===== src/rtl/vga_sync_gen.sv =====
// VGA timing generator: pixel-rate enable, scan coordinates, and sync/blank
// signals delayed to line up with the renderer's colour input.
module vga_sync_gen #(
  parameter int CLK_DIV    = 2,
  parameter int H_DISPLAY  = 640,
  parameter int H_FRONT    = 16,
  parameter int H_SYNC     = 96,
  parameter int H_BACK     = 48,
  parameter int V_DISPLAY  = 480,
  parameter int V_FRONT    = 10,
  parameter int V_SYNC     = 2,
  parameter int V_BACK     = 33,
  parameter int HS_POL     = 0,
  parameter int VS_POL     = 0,
  parameter int PIPE_DELAY = 1
) (
  input  logic        clk,
  input  logic        reset,
  input  logic [2:0]  PIXEL,
  output logic [10:0] PIXEL_H,
  output logic [10:0] PIXEL_V,
  output logic        pixel_tick,
  output logic        video_on,
  output logic        frame_start,
  output logic        VGA_HS,
  output logic        VGA_VS,
  output logic        VGA_R,
  output logic        VGA_G,
  output logic        VGA_B
);

  localparam int H_TOTAL = H_DISPLAY + H_FRONT + H_SYNC + H_BACK;
  localparam int V_TOTAL = V_DISPLAY + V_FRONT + V_SYNC + V_BACK;

  localparam logic [2:0]  DIV_LAST = 3'(CLK_DIV - 1);
  localparam logic [10:0] H_LAST   = 11'(H_TOTAL - 1);
  localparam logic [10:0] V_LAST   = 11'(V_TOTAL - 1);
  localparam logic [10:0] H_VIS    = 11'(H_DISPLAY);
  localparam logic [10:0] V_VIS    = 11'(V_DISPLAY);
  localparam logic [10:0] HS_BEG   = 11'(H_DISPLAY + H_FRONT);
  localparam logic [10:0] HS_END   = 11'(H_DISPLAY + H_FRONT + H_SYNC);
  localparam logic [10:0] VS_BEG   = 11'(V_DISPLAY + V_FRONT);
  localparam logic [10:0] VS_END   = 11'(V_DISPLAY + V_FRONT + V_SYNC);
  localparam logic        HS_ACT   = (HS_POL != 0);
  localparam logic        VS_ACT   = (VS_POL != 0);

  logic [2:0]  r_div_cnt;
  logic        r_tick;
  logic        r_frame_start;
  logic [10:0] r_h;
  logic [10:0] r_v;
  logic        r_hs;
  logic        r_vs;
  logic [2:0]  r_rgb;
  logic        w_h_wrap;
  logic        w_v_wrap;
  logic        w_video_on;
  logic [2:0]  w_raw;   // {hs_active, vs_active, blank}
  logic [2:0]  w_dly;

  always_ff @(posedge clk or posedge reset) begin
    if (reset) begin
      r_div_cnt <= 3'd0;
      r_tick    <= 1'b0;
    end else begin
      r_tick <= (r_div_cnt == DIV_LAST);
      if (r_div_cnt == DIV_LAST) begin
        r_div_cnt <= 3'd0;
      end else begin
        r_div_cnt <= r_div_cnt + 3'd1;
      end
    end
  end

  assign w_h_wrap = (r_h == H_LAST);
  assign w_v_wrap = (r_v == V_LAST);

  always_ff @(posedge clk or posedge reset) begin
    if (reset) begin
      r_h           <= 11'd0;
      r_v           <= 11'd0;
      r_frame_start <= 1'b0;
    end else if (r_tick) begin
      r_frame_start <= w_h_wrap && w_v_wrap;
      if (w_h_wrap) begin
        r_h <= 11'd0;
        r_v <= w_v_wrap ? 11'd0 : (r_v + 11'd1);
      end else begin
        r_h <= r_h + 11'd1;
      end
    end else begin
      r_frame_start <= 1'b0;
    end
  end

  assign w_video_on = (r_h < H_VIS) && (r_v < V_VIS);
  assign w_raw = {(r_h >= HS_BEG) && (r_h < HS_END),
                  (r_v >= VS_BEG) && (r_v < VS_END),
                  ~w_video_on};

  // Reset fills the delay line with blanked, sync-inactive entries so a
  // restart never replays stale timing from the interrupted frame.
  generate
    if (PIPE_DELAY == 0) begin : g_direct
      assign w_dly = w_raw;
    end else begin : g_pipe
      logic [2:0] r_stage [PIPE_DELAY];

      always_ff @(posedge clk or posedge reset) begin
        if (reset) begin
          for (int i = 0; i < PIPE_DELAY; i++) begin
            r_stage[i] <= 3'b001;
          end
        end else if (r_tick) begin
          r_stage[0] <= w_raw;
          for (int i = 1; i < PIPE_DELAY; i++) begin
            r_stage[i] <= r_stage[i-1];
          end
        end
      end

      assign w_dly = r_stage[PIPE_DELAY-1];
    end
  endgenerate

  always_ff @(posedge clk or posedge reset) begin
    if (reset) begin
      r_hs  <= ~HS_ACT;
      r_vs  <= ~VS_ACT;
      r_rgb <= 3'b000;
    end else if (r_tick) begin
      r_hs  <= w_dly[2] ? HS_ACT : ~HS_ACT;
      r_vs  <= w_dly[1] ? VS_ACT : ~VS_ACT;
      r_rgb <= w_dly[0] ? 3'b000 : PIXEL;
    end
  end

  assign PIXEL_H     = r_h;
  assign PIXEL_V     = r_v;
  assign pixel_tick  = r_tick;
  assign video_on    = w_video_on;
  assign frame_start = r_frame_start;
  assign VGA_HS      = r_hs;
  assign VGA_VS      = r_vs;
  assign {VGA_R, VGA_G, VGA_B} = r_rgb;

endmodule


===== config.mk =====
export PLATFORM = sky130hd
export DESIGN_NAME = vga_sync_gen
export DESIGN_NICKNAME = d
export VERILOG_FILES = /design/src/rtl/vga_sync_gen.sv
export SDC_FILE = /design/constraint.sdc
export NUM_CORES = 1
export LEC_CHECK = 0
export CORE_AREA = 4 4 61 63
export DETAILED_ROUTE_END_ITERATION = 8
export DIE_AREA = 0 0 65 67
export PLACE_DENSITY = 0.82
export SLEW_MARGIN = 20
export SYNTH_ARGS = -nofsm -noshare
export SYNTH_HDL_FRONTEND = slang
export SYNTH_SLANG_ARGS = --single-unit

===== constraint.sdc =====
create_clock -name clk -period 5.1 [get_ports clk]
set_clock_uncertainty 0.15 [all_clocks]
set_input_delay 0.51 -clock clk [delete_from_list [all_inputs] [get_ports clk]]
set_output_delay 0.51 -clock clk [all_outputs]
set_load 0.01 [all_outputs]

# After elaboration in Yosys (flattened, before gate mapping)
# Index checks and enable logic that the tools add are counted.
word_totals:
  reg_bits: 35
  in_bits: 5
  wordCells: 34
op_classes:
  n_addsub: 3
  order_cmp: 6
  eq_ne: 3
  n_mux: 7
  bitwise: 1
  reduce_logical: 5
ops:
  columns: ["operator", "n"]
  rows:
  - ["adder 11 x 1 -> 11 bit (second input constant)", 2]
  - ["equality test 11 x 10 -> 1 bit (second input constant)", 2]
  - ["less-than comparator 11 x 10 -> 1 bit (second input constant)", 2]
  - ["less-than comparator 11 x 9 -> 1 bit (second input constant)", 2]
  - ["2-to-1 mux 11 bit", 2]
  - [">= comparator 11 x 10 -> 1 bit (second input constant)", 1]
  - [">= comparator 11 x 9 -> 1 bit (second input constant)", 1]
  - ["2-to-1 mux 3 bit", 2]
  - ["logical AND 1 bit", 4]
  - ["adder 3 x 1 -> 3 bit (second input constant)", 1]
  - ["equality test 3 x 1 -> 1 bit (second input constant)", 1]
  - ["2-to-1 mux 1 bit", 3]
  - ["AND reduction 2 bit", 1]
  - ["inverter 1 bit", 1]

# Depth between registers and ports, before layout
depth:
  ltp_word: 3
  mapped_depth: 6
  ltp_nobuf: 6

# Worst setup path after synthesis
# Ideal clock, no wire load.
synth_timing:
  path_type: "register to register"
  start: "register r_h[5] (netlist: PIXEL_H[5])"
  end: "register r_v[9] (netlist: PIXEL_V[9])"
  setup_time_ns: 0.087
  arrival_ns: 1.897
  required_ns: 4.863
  path_slack_ns: 2.966
  path_stages_with_launch: 6
  path_cell_list: "dfrtp_1 buf_6 or4_4 nor4_4 mux2_4 a211oi_2"
synth_via:
  elab_chain_cells: 2
synth_rtl:
  columns: ["element", "line_no", "text"]
  rows:
  - ["start: declaration", "50", "logic [10:0] r_h;"]
  - ["start signal: assignment", "89", "r_h <= r_h + 11'd1;"]
  - ["equality test 11 x 10 -> 1 bit", "75", "assign w_h_wrap = (r_h == H_LAST);"]
  - ["AND reduction 2 bit (no line)", null, null]
  - ["end signal: assignment", "87", "r_v <= w_v_wrap ? 11'd0 : (r_v + 11'd1);"]
  - ["end: declaration", "51", "logic [10:0] r_v;"]
# Every way passes these cells.
# A chain may end at the register's enable or synchronous reset.

# Final worst setup path
layout_timing:
  start: "register r_tick (netlist: pixel_tick)"
  end: "output pixel_tick"
layout_rtl:
  columns: ["element", "line_no", "text"]
  rows:
  - ["start: declaration", "48", "logic r_tick;"]
  - ["start signal: assignment", "66", "r_tick <= (r_div_cnt == DIV_LAST);"]
  - ["end: declaration", "22", "output logic pixel_tick,"]
# No word-level cell between the ends.

==> qor_table.md <==
| Result | This run | Unit |
| --- | --- | --- |
| Number of DRC markers after the initial detailed-route iteration | 67 | - |
| CTS HTree Levels | 2 | - |
| Gate Count Post-Synth | 158 | - |
| Post-route cell area | 0.00212 | mm2 |
| Compound-Gate Fraction of Synth Area | 6.21 | % |
| Count of antenna-violating nets left after detailed routing | 0 | - |
| Setup TNS | 0 | ps |
| Data required time of the critical path | 4440 | ps |
| Status | finished, final reports clean | - |
| Critical path's largest stage delay | 770 | ps |
| Maximum number of pins on one net before global-route repair | 36 | - |
| Hold worst-path end | VGA_VS | - |
| Hold/Removal Path Class | reg2reg | - |
| Post-Route Hold Slack | 266 | ps |
| Sequential element share of the synthesized area | 52.0 | % |
| Peak-usage layer in the global routing report | met2 | - |
| Via count of the first global-routing pass | 1,322 | - |
| Largest cells by area after synthesis | dfrtp_1 (47%), xnor2_1 (6.2%), dfstp_2 (4.7%) | - |
| Most frequent cell after synthesis | dfrtp_1 | - |
| Kind of cell adding the most delay to the critical path | flip-flops | - |
| Post-CTS Hold Buffers | 0 | - |
| Total DRC errors in the routed layout | 0 | - |
| Boundary pin count | 35 | - |
| Top_reg_cell synth | dfrtp_1 | - |
| Total half-perimeter wirelength after legalization and detailed placement | 2.57 | mm |
| Post-synthesis adder-cell area fraction | 2.22 | % |
| Met1 routing resource usage after global routing | 22.1 | % |
| Largest fanout on the critical path | 19 | - |
| Wire length of the first global-routing pass | 6.08 | mm |
| GRT met2 Usage | 30.3 | % |
| Initial antenna violation count | 0 | - |
| Top cell type by total area after synthesis | dfrtp_1 | - |
| Drt first pass iters | 4 | - |
| Worst voltage drop across the vdd grid | 165 | uV |
| Final setup viols | 0 | - |
| Clk Latency, worst-skew pair | 340 | ps |
| Utilization after layout | 65.7 | % |
| Hold Crit Depth | 1 | - |
| Count of input and output buffers | 34 | - |
| Most frequent cells after synthesis | dfrtp_1 (32), nand3_1 (12), xnor2_1 (12) | - |
| CTS tree | built | - |
| Unrepaired setup endpoints after global routing | no | - |
| Met3 track utilization from global routing | 5.56 | % |
| Num rows | 21 | - |
| Buffer cell driving the clock tree root | clkbuf_4 | - |
| Post-layout power | 0.436 | mW |
| Core area | 0.00323 | mm2 |
| Max_slew headroom | 56.6 | % |
| Total via count after detailed routing | 1,323 | - |
| Starting density of the core | 52.3 | % |
| Area fraction in and, or, nand and nor cells after synthesis | 23.9 | % |
| Peak clock frequency supported by timing | 412 | MHz |
| Fraction of final layout cells with drive strength greater than 1 | 10.7 | % |
| Endpoint of the lowest-slack register-to-register path | PIXEL_V[9] | - |
| Critical-path cell with the highest stage delay | dfrtp_1 | - |
| Tcrit/Tclk final | 47.6 | % |
| Dominant combinational cell family by area after synthesis | simple AND/OR/NAND/NOR gates | - |
| Cell depth of the worst flop-to-flop path | 4 | - |
| Post-Synthesis Cell Area | 0.00169 | mm2 |
| Power per cell area | 205 | mW/mm2 |
| P_leak | 0.886 | nW |
| Total Routed Length | 3.52 | mm |
| Transition at the pin with the smallest max-transition slack | 650 | ps |
| Net count, final | 203 | - |
| GRT Residual Overflow | 0 | - |
| Count of warnings emitted by yosys | 0 | - |
| Start of the worst register-to-register path | PIXEL_H[6] | - |
| Critical path cell sequence | clkdlybuf4s50_1 | - |
| Arrival time worst endpoint | 1770 | ps |
| Maximum Capacitance Violations | 0 | - |
| Average cell area after synthesis | 10.7 | um2 |
| Global-route usage over all layers | 18.4 | % |
| Yosys cell types | 38 | - |
| Final weighted congestion in routability-driven placement | 0.886 | - |
| Buffer and inverter count on the worst path | 1 | - |
| Post-CTS repair timing setup buffer count | 0 | - |
| Flip-flop and latch count after synthesis | 35 | - |
| CP Launch Type | flop | - |
| Via density | 5.47 | - |
| Post-synth ARST share | 100 | % |
| Post-route minimum period | 2430 | ps |
| Die Footprint | 0.00436 | mm2 |
| Longest Clk Path Bufs | 2 | - |
| Post-synthesis net count | 166 | - |
| Diode insertion count for antenna repair | 0 | - |
| Area added between synthesis and finish | 25.6 | % |
| Post-synth EDFFs | 0 | - |
| Clock sink total | 35 | - |
| Fillers | 272 | - |
| Type of element capturing the critical path | primary output | - |
| Critical path type | reg2out | - |
| Total count of max-transition violations in the final report | 0 | - |
| Number of buffers added by the clock tree synthesis step | 5 | - |
| Number of instances resized during post-cts repair | 0 | - |
| Die width | 65 | um |
| Start point of the worst hold path | g_pipe.r_stage[1] | - |
| Xor and xnor fraction of the mapped netlist area | 7.77 | % |
| Clock transition at the registers of the reported paths | 100 | ps |
| Register-to-register setup slack | 2940 | ps |
| Final-report hold violation count | 0 | - |
| Die Y | 67 | um |
| Mux share of post-synthesis cell area | 3.92 | % |
| Area share of the largest cell type after synthesis | 47.3 | % |
| Total cell area at the placement stage | 0.00207 | mm2 |
| Wire per inst | 14.5 | um |
==> cell usage in the layout, fill, tap and decap left out, drive strengths merged, types with 3 or more instances in the layout <==
master | netlist | final
clkdlybuf4s50 | 0 | 34
dfrtp | 32 | 32
nand3 | 12 | 12
xnor2 | 12 | 12
nor2 | 11 | 11
inv | 11 | 11
nand2 | 10 | 10
nand4 | 9 | 9
o21ai | 8 | 8
clkbuf | 3 | 6
nor3 | 4 | 4
mux2i | 4 | 4
and3 | 4 | 4
nor4 | 4 | 4
dfstp | 3 | 3
nor2b | 3 | 3
xor2 | 3 | 3
ha | 3 | 3
==> state kept, by name, summed over array words and instances, names as in the netlist <==
register and count:
r_rgb 3, PIXEL_V 11, VGA_HS 1, r_div_cnt 3
pixel_tick 1, frame_start 1, VGA_VS 1, PIXEL_H 11
g_pipe.r_stage 3
==> logic make-up (layout without fill, tap and decap cells) <==
| family | Yosys count | count (layout) |
|---|---|---|
| flops | 35 | 35 |
| xor+xnor | 15 | 15 |
| fa+ha+maj | 3 | 3 |
| compound gates | 16 | 16 |
| buf+inv | 16 | 54 |
| simple gates | 67 | 67 |
| mux | 6 | 6 |
==> cell type report <==
class	count	area [um2]	share of cell area (%)
clock buffers	6	41.3	1.94
clock inverters	2	12.5	0.589
inverters	11	41.3	1.94
multi-input cells	107	744	35.0
flip-flops and latches	35	880	41.4
well taps	46	57.6	2.71
repair buffers	35	348	16.4
==> metal layers <==
| layer | up-vias | share of wire (%) |
|---|---|---|
| met5 | - | 0 |
| met4 | 0 | 1.5 |
| met3 | 6 | 4.1 |
| met2 | 28 | 51 |
| met1 | 652 | 44 |
| li1 | 637 | - |
==> report_power, final <==
| part | switching [mW] | leakage (nW) | total [mW] | internal (mW) |
|---|---|---|---|---|
| registers | 0.000642 | 0.457 | 0.279 | 0.279 |
| clock network | 0.0903 | 0.0282 | 0.144 | 0.0532 |
| logic | 0.00711 | 0.401 | 0.0127 | 0.00562 |
| total | 0.0981 | 0.886 | 0.436 | 0.337 |
==> metrics by stage <==
| stage | cells | setup WS (ps) |
|---|---|---|
| 3_3_place_gp | 234 | 3010 |
| 4_1_cts | 242 | 2660 |
| 6_report | 242 | 2670 |
| 2_1_floorplan | 158 | 2970 |
| 3_5_place_dp | 234 | 2980 |
| 5_1_grt | 242 | 2560 |
==> worst max path at each step <==
stage          startpoint          to  cells past startpoint
6_report       pixel_tick  pixel_tick                      1
5_1_grt        PIXEL_V[7]    video_on                      3
4_1_cts        PIXEL_V[7]    video_on                      3
3_5_place_dp   PIXEL_H[6]  PIXEL_V[9]                      4
3_3_place_gp   PIXEL_H[6]  PIXEL_V[9]                      4
2_1_floorplan  PIXEL_H[5]  PIXEL_V[9]                      5
Power figures use the tool's default switching activity.
